$ cat src/rtl/egress_pop_counter_pkg.sv
// Shared sink-side definitions: FSM state encodings and counter-read index codes.
// Reused by the destination FIFOs and the other sink-side consumers.
package egress_pop_counter_pkg;

    typedef enum logic [1:0] {
        ST_RESET  = 2'd0,
        ST_INIT   = 2'd1,
        ST_IDLE   = 2'd2,
        ST_ACTIVE = 2'd3
    } state_t;

    localparam logic [1:0] IDX_D0  = 2'd0;
    localparam logic [1:0] IDX_D1  = 2'd1;
    localparam logic [1:0] IDX_TOT = 2'd2;
    localparam logic [1:0] IDX_RSV = 2'd3;

endpackage

$ cat src/rtl/egress_pop_counter_rr_arbiter2.sv
// Two-requester round-robin arbiter with a registered token.
// The token only moves when both requesters compete and the grant is actually used.
module rr_arbiter2 (
    input  logic       clk,
    input  logic       reset,
    input  logic [1:0] request,
    input  logic       update,
    output logic [1:0] grant
);

    logic token;  // 0: requester 0 wins a tie, 1: requester 1 wins a tie

    // NOTE: grant gets its default before the case so this always_comb never infers a latch.
    always_comb begin
        grant = 2'b00;
        if (update) begin
            case (request)
                2'b01:   grant = 2'b01;
                2'b10:   grant = 2'b10;
                2'b11:   grant = token ? 2'b10 : 2'b01;
                default: grant = 2'b00;
            endcase
        end
    end

    // NOTE: flops use non-blocking assignments so every register samples pre-edge values.
    always_ff @(posedge clk) begin
        if (!reset) begin
            token <= 1'b0;
        end else if (update && (&request)) begin
            token <= ~token;
        end
    end

endmodule

$ cat src/rtl/egress_pop_counter.sv
// Sink-side consumer for the D0/D1 destination FIFOs: round-robin pops, merged tagged output
// stream, and saturating per-destination word counters readable through req/idx.
module egress_pop_counter
    import egress_pop_counter_pkg::*;
#(
    parameter int BITNUMBER = 8,
    parameter int CNT_W     = 5
) (
    input  logic                 clk,
    input  logic                 reset,
    input  logic                 init,
    input  logic                 enable,
    input  logic                 D0_can_pop,
    input  logic                 D1_can_pop,
    input  logic [BITNUMBER-1:0] D0_data_out,
    input  logic [BITNUMBER-1:0] D1_data_out,
    output logic                 pop_D0,
    output logic                 pop_D1,
    output logic [BITNUMBER-1:0] data_out,
    output logic                 valid_out,
    output logic                 dest_out,
    input  logic                 req,
    input  logic [1:0]           idx,
    output logic [CNT_W-1:0]     cnt_data,
    output logic                 cnt_valid,
    output logic [1:0]           state
);

    localparam logic [CNT_W-1:0] CNT_MAX = '1;
    localparam logic [CNT_W-1:0] CNT_ONE = {{(CNT_W-1){1'b0}}, 1'b1};

    state_t state_q, state_d;

    logic             pop_ok;
    logic [1:0]       grant;
    logic             rd_valid;
    logic             rd_dest;
    logic [CNT_W-1:0] cnt0, cnt1, total, rd_mux;
    logic [CNT_W:0]   sum;

    // ---------------- FSM ----------------
    always_comb begin
        state_d = state_q;
        if (init) begin
            state_d = ST_INIT;
        end else begin
            case (state_q)
                ST_RESET:  state_d = ST_INIT;
                ST_INIT:   state_d = ST_IDLE;
                ST_IDLE:   if (enable && (D0_can_pop || D1_can_pop)) state_d = ST_ACTIVE;
                ST_ACTIVE: if (!enable || !(D0_can_pop || D1_can_pop)) state_d = ST_IDLE;
                default:   state_d = ST_RESET;
            endcase
        end
    end

    always_ff @(posedge clk) begin
        if (!reset) state_q <= ST_RESET;
        else        state_q <= state_d;
    end

    assign state = state_q;

    // ---------------- Pop arbitration ----------------
    // reset is folded in so the strobes stay low while reset is held, before the state settles.
    assign pop_ok = reset && !init && enable && (state_q == ST_ACTIVE);

    rr_arbiter2 u_arb (
        .clk     (clk),
        .reset   (reset),
        .request ({D1_can_pop, D0_can_pop}),
        .update  (pop_ok),
        .grant   (grant)
    );

    assign pop_D0 = grant[0];
    assign pop_D1 = grant[1];

    // ---------------- Read tracking / merged output ----------------
    always_ff @(posedge clk) begin
        if (!reset) begin
            rd_valid <= 1'b0;
            rd_dest  <= 1'b0;
        end else begin
            rd_valid <= pop_D0 | pop_D1;
            rd_dest  <= pop_D1;
        end
    end

    // FIFO read data is already registered at the pop edge, so the word is steered by the
    // registered tag rather than captured again, keeping one cycle from pop to valid_out.
    assign valid_out = rd_valid;
    assign dest_out  = rd_dest;
    assign data_out  = !rd_valid ? '0 : (rd_dest ? D1_data_out : D0_data_out);

    // ---------------- Counters ----------------
    always_ff @(posedge clk) begin
        if (!reset) begin
            cnt0 <= '0;
            cnt1 <= '0;
        end else if (init) begin
            cnt0 <= '0;
            cnt1 <= '0;
        end else begin
            if (pop_D0 && (cnt0 != CNT_MAX)) cnt0 <= cnt0 + CNT_ONE;
            if (pop_D1 && (cnt1 != CNT_MAX)) cnt1 <= cnt1 + CNT_ONE;
        end
    end

    assign sum   = {1'b0, cnt0} + {1'b0, cnt1};
    assign total = sum[CNT_W] ? CNT_MAX : sum[CNT_W-1:0];

    // ---------------- Counter read port ----------------
    always_comb begin
        rd_mux = '0;
        case (idx)
            IDX_D0:  rd_mux = cnt0;
            IDX_D1:  rd_mux = cnt1;
            IDX_TOT: rd_mux = total;
            default: rd_mux = '0;
        endcase
    end

    always_ff @(posedge clk) begin
        if (!reset) begin
            cnt_valid <= 1'b0;
            cnt_data  <= '0;
        end else begin
            cnt_valid <= req;
            if (req) cnt_data <= rd_mux;
        end
    end

endmodule
$ cat config.mk
export PLATFORM = sky130hd
export DESIGN_NAME = egress_pop_counter
export DESIGN_NICKNAME = d
export VERILOG_FILES = /design/src/rtl/egress_pop_counter_pkg.sv /design/src/rtl/egress_pop_counter_rr_arbiter2.sv /design/src/rtl/egress_pop_counter.sv
export SDC_FILE = /design/constraint.sdc
export NUM_CORES = 1
export LEC_CHECK = 0
export ABC_AREA = 1
export CAP_MARGIN = 20
export CORE_MARGIN = 4
export CORE_UTILIZATION = 48
export DETAILED_ROUTE_END_ITERATION = 8
export PLACE_DENSITY = 0.83
export SLEW_MARGIN = 20
export SYNTH_ARGS = -nofsm -noshare
export SYNTH_HDL_FRONTEND = slang
export SYNTH_SLANG_ARGS = --single-unit
export TNS_END_PERCENT = 20
$ cat constraint.sdc
create_clock -name clk -period 3.29 [get_ports clk]
set_input_delay 0.329 -clock clk [delete_from_list [all_inputs] [get_ports clk]]
set_output_delay 0.329 -clock clk [all_outputs]
set_load 0.02 [all_outputs]
==> summary.md <==
| Metric | Value |
|---|---|
| Post-DP HPWL | `2646 um` |
| Synth unique cells | `23` |
| First-pass GRT wire length | `5161 um` |
| Vias | `between 1k and 1.5k` |
| Clock Skew | `0.001752 ns` |
| Post-Synth XOR/XNOR Area | `less than 1%` |
| Clock Path Buffers | `2` |
| Starting Density | `around half` |
| Vias in the first global route | `1230` |
| Simple-gate share of the synthesized area | `31.47%` |
| Leakage | `0.8369 nW` |
| Slew HR | `between 80% and 90%` |
| Final Critical Period | `2.293 ns` |
| Synthesis-to-finish area growth | `36.43%` |
| Drt drc | `0` |
| Cell Rows | `19` |
| Finish-stage setup viols | `0` |
| Num ports | `45` |
| CP Capture Type | `primary output` |
| Utilization after layout | `just under 70%` |
| Die footprint | `3815 um2` |
| PortBufs | `44` |
| Root buf cell | `clkbuf_4` |
| CTS tree | `yes` |
| Critical path peak fanout | `5` |
| Area leader, netlist | `dfxtp_1` |
| WP data required | `about 3.0 ns` |
| RSZ-0062 raised after global routing | `false` |
| Status | `finished, final reports clean` |
| Max-cap check violation count | `0` |
| Wire length per cell | `11.03 um` |
| Share of layout cells above drive strength 1 | `between 6 and 7%` |
| Overall fraction of global-route tracks in use | `17.89%` |
| Hold Path Class | `reg -> reg` |
| Crit path DAT | `1.96 ns` |
| Synth area leaders | `dfxtp_1 30%, nand2_1 12%, inv_1 10%, ha_1 8.1%, a21oi_1 7.6%` |
| Non-Filler Instances | `roughly 290` |
| Chip width | `between 60 and 70 um` |
| Placed Cells | `approximately 280` |
| GR Overflow Total | `0` |
| Count of warnings emitted by yosys | `0` |
| Final Hold Vio Count | `0` |
| Mapped Area | `1388 um2` |
| Initial DRC Count | `37` |
| Synth Register Bits | `21` |
| Chip height | `61.77 um` |
| Setup tns final | `0 ns` |
| Setup CP Type | `in -> out` |
| Hold_buf cts | `0` |
| Post-Syn Nets | `244` |
| Largest net degree at the start of global routing | `12` |
| Core ar. | `2758 um2` |
| Power density cells | `about 230 nW/um2` |
| Drt first pass iters | `4` |
| Worst-Margin Slew | `0.2940 ns` |
| Mapped Cells | `209` |
| VDD IR-drop max | `0.0002480 V` |
| DRT antenna net count | `0` |
| Synth Area in Adders | `9.558%` |
| Multiplexer share of the synthesized area | `0%` |
| Final nets | `between 200 and 300` |
| Max Clk Rate | `436.1 MHz` |
| # diodes | `0` |
| Average size of a mapped cell | `6.639 um2` |
| Antenna violations before repair | `0` |
| Critical Path Start Type | `input port` |
| Top-area cell type share of the netlist area | `a little under a third` |
| Clock-pin slew on the worst setup and hold paths | `0.11 ns` |
| # Post-CTS Setup Buffers | `0` |
| H-tree levels | `1` |
| Combinational family with the most area after synthesis | `simple AND/OR/NAND/NOR gates` |
| Routability cong. | `0.7915` |
| Clock Sinks | `21` |
| Sequential-to-total area share from yosys stat | `30.30%` |
| Post_cts resized | `0` |
| Period utilisation layout | `69.70%` |
| Drt total wl | `3178 um` |
| Vias/cell | `slightly below 5` |
| CTS Buf Count | `3` |
| Clock latency on the worst-skew pair | `just under 0.3 ns` |
| Post-synthesis compound-gate area fraction | `between 10% and 20%` |
| Pins Over Slew Limit | `0` |
[logic make-up after synthesis]
logic type | after synthesis
AND/OR/NAND/NOR | 91
flip-flops | 21
XOR/XNOR | 1
buffers and inverters | 40
AO/OA/AOI/OAI | 46
adder cells (fa/ha/maj) | 10
[cells in the final DEF, fill, tap and decap left out, drive strengths merged]
master and count:
nor3 6, nand4 1, fa 1, inv 40, nand2 46, nand3 8
a21oi 21, or2 3, o22ai 5, nor2 25, xor2 1, nor3b 2
clkbuf 4, dfxtp 21, o21ai 20, ha 9, clkdlybuf4s50 44
[worst max-delay path, cell delays in order]
cell	delay, ns
clkdlybuf4s50_1	0.57
nand2_4	0.11
nor3_2	0.18
nand2_2	0.11
inv_1	0.06
clkdlybuf4s50_1	0.59
[metrics by stage]
step           area, um2  setup WS [ns]  power [mW]  hold slack [ns]
4_1_cts             1893         0.9778      0.4421           0.4735
2_1_floorplan       1388          1.682      0.2853           0.4225
3_3_place_gp        1867          1.020      0.3246           0.4529
6_report            1893         0.9970      0.4393           0.4686
3_5_place_dp        1867         0.9812      0.3249           0.4563
5_1_grt             1893         0.8832      0.4633           0.5074
[Yosys cell counts, drive strengths merged]
master and count:
o22ai 5, inv 40, xor2 1, fa 1, or2 3, o21ai 20, nand4 1, nor3b 2
dfxtp 21, nor2 25, nand3 8, nor3 6, nand2 46, a21oi 21, ha 9
[cell type report]
class                   count  area, um2
clock buffers               4      26.28
fillers                   257      864.6
inverters                  40      152.6
multi-input cells         148      814.5
flip-flops and latches     21      420.4
well taps                  31      38.79
repair buffers             44      440.4
[power breakdown]
| part | total (mW) | internal (mW) | switching, mW |
|---|---|---|---|
| clock network | 0.120 | 0.0472 | 0.0727 |
| registers | 0.259 | 0.257 | 0.00222 |
| logic | 0.0606 | 0.0348 | 0.0259 |
[registers in the layout, indices dropped and copies added (netlist names)]
| register | flops |
|---|---|
| u_arb.token | 1 |
| cnt1 | 5 |
| cnt_valid | 1 |
| cnt0 | 5 |
| cnt_data | 5 |
| valid_out | 1 |
| state | 2 |
| dest_out | 1 |
[per-layer routing]
layer | vias up | routed length [um] | track usage [%]
li1 | 772 | - | -
met2 | 27 | 1491 | 28.25
met1 | 623 | 1529 | 24.97
met3 | 2 | 120 | 2.479
met4 | 0 | 36 | 6.364
met5 | - | 0 | 0
[final timing paths]
kind                                                from                       end  slack (ns)  cells past startpoint
worst max-delay path                               reset                    pop_D1         1.0                      6
worst min-delay path            cnt_data[1]$_SDFFE_PN0P_  cnt_data[1]$_SDFFE_PN0P_        0.47                      2
worst max register to register      cnt0[0]$_SDFFE_PP0P_  cnt_data[4]$_SDFFE_PN0P_        1.45                     13
worst min register to register  cnt_data[1]$_SDFFE_PN0P_  cnt_data[1]$_SDFFE_PN0P_        0.47                      2
Note: power is estimated with default switching activity, not from simulation.
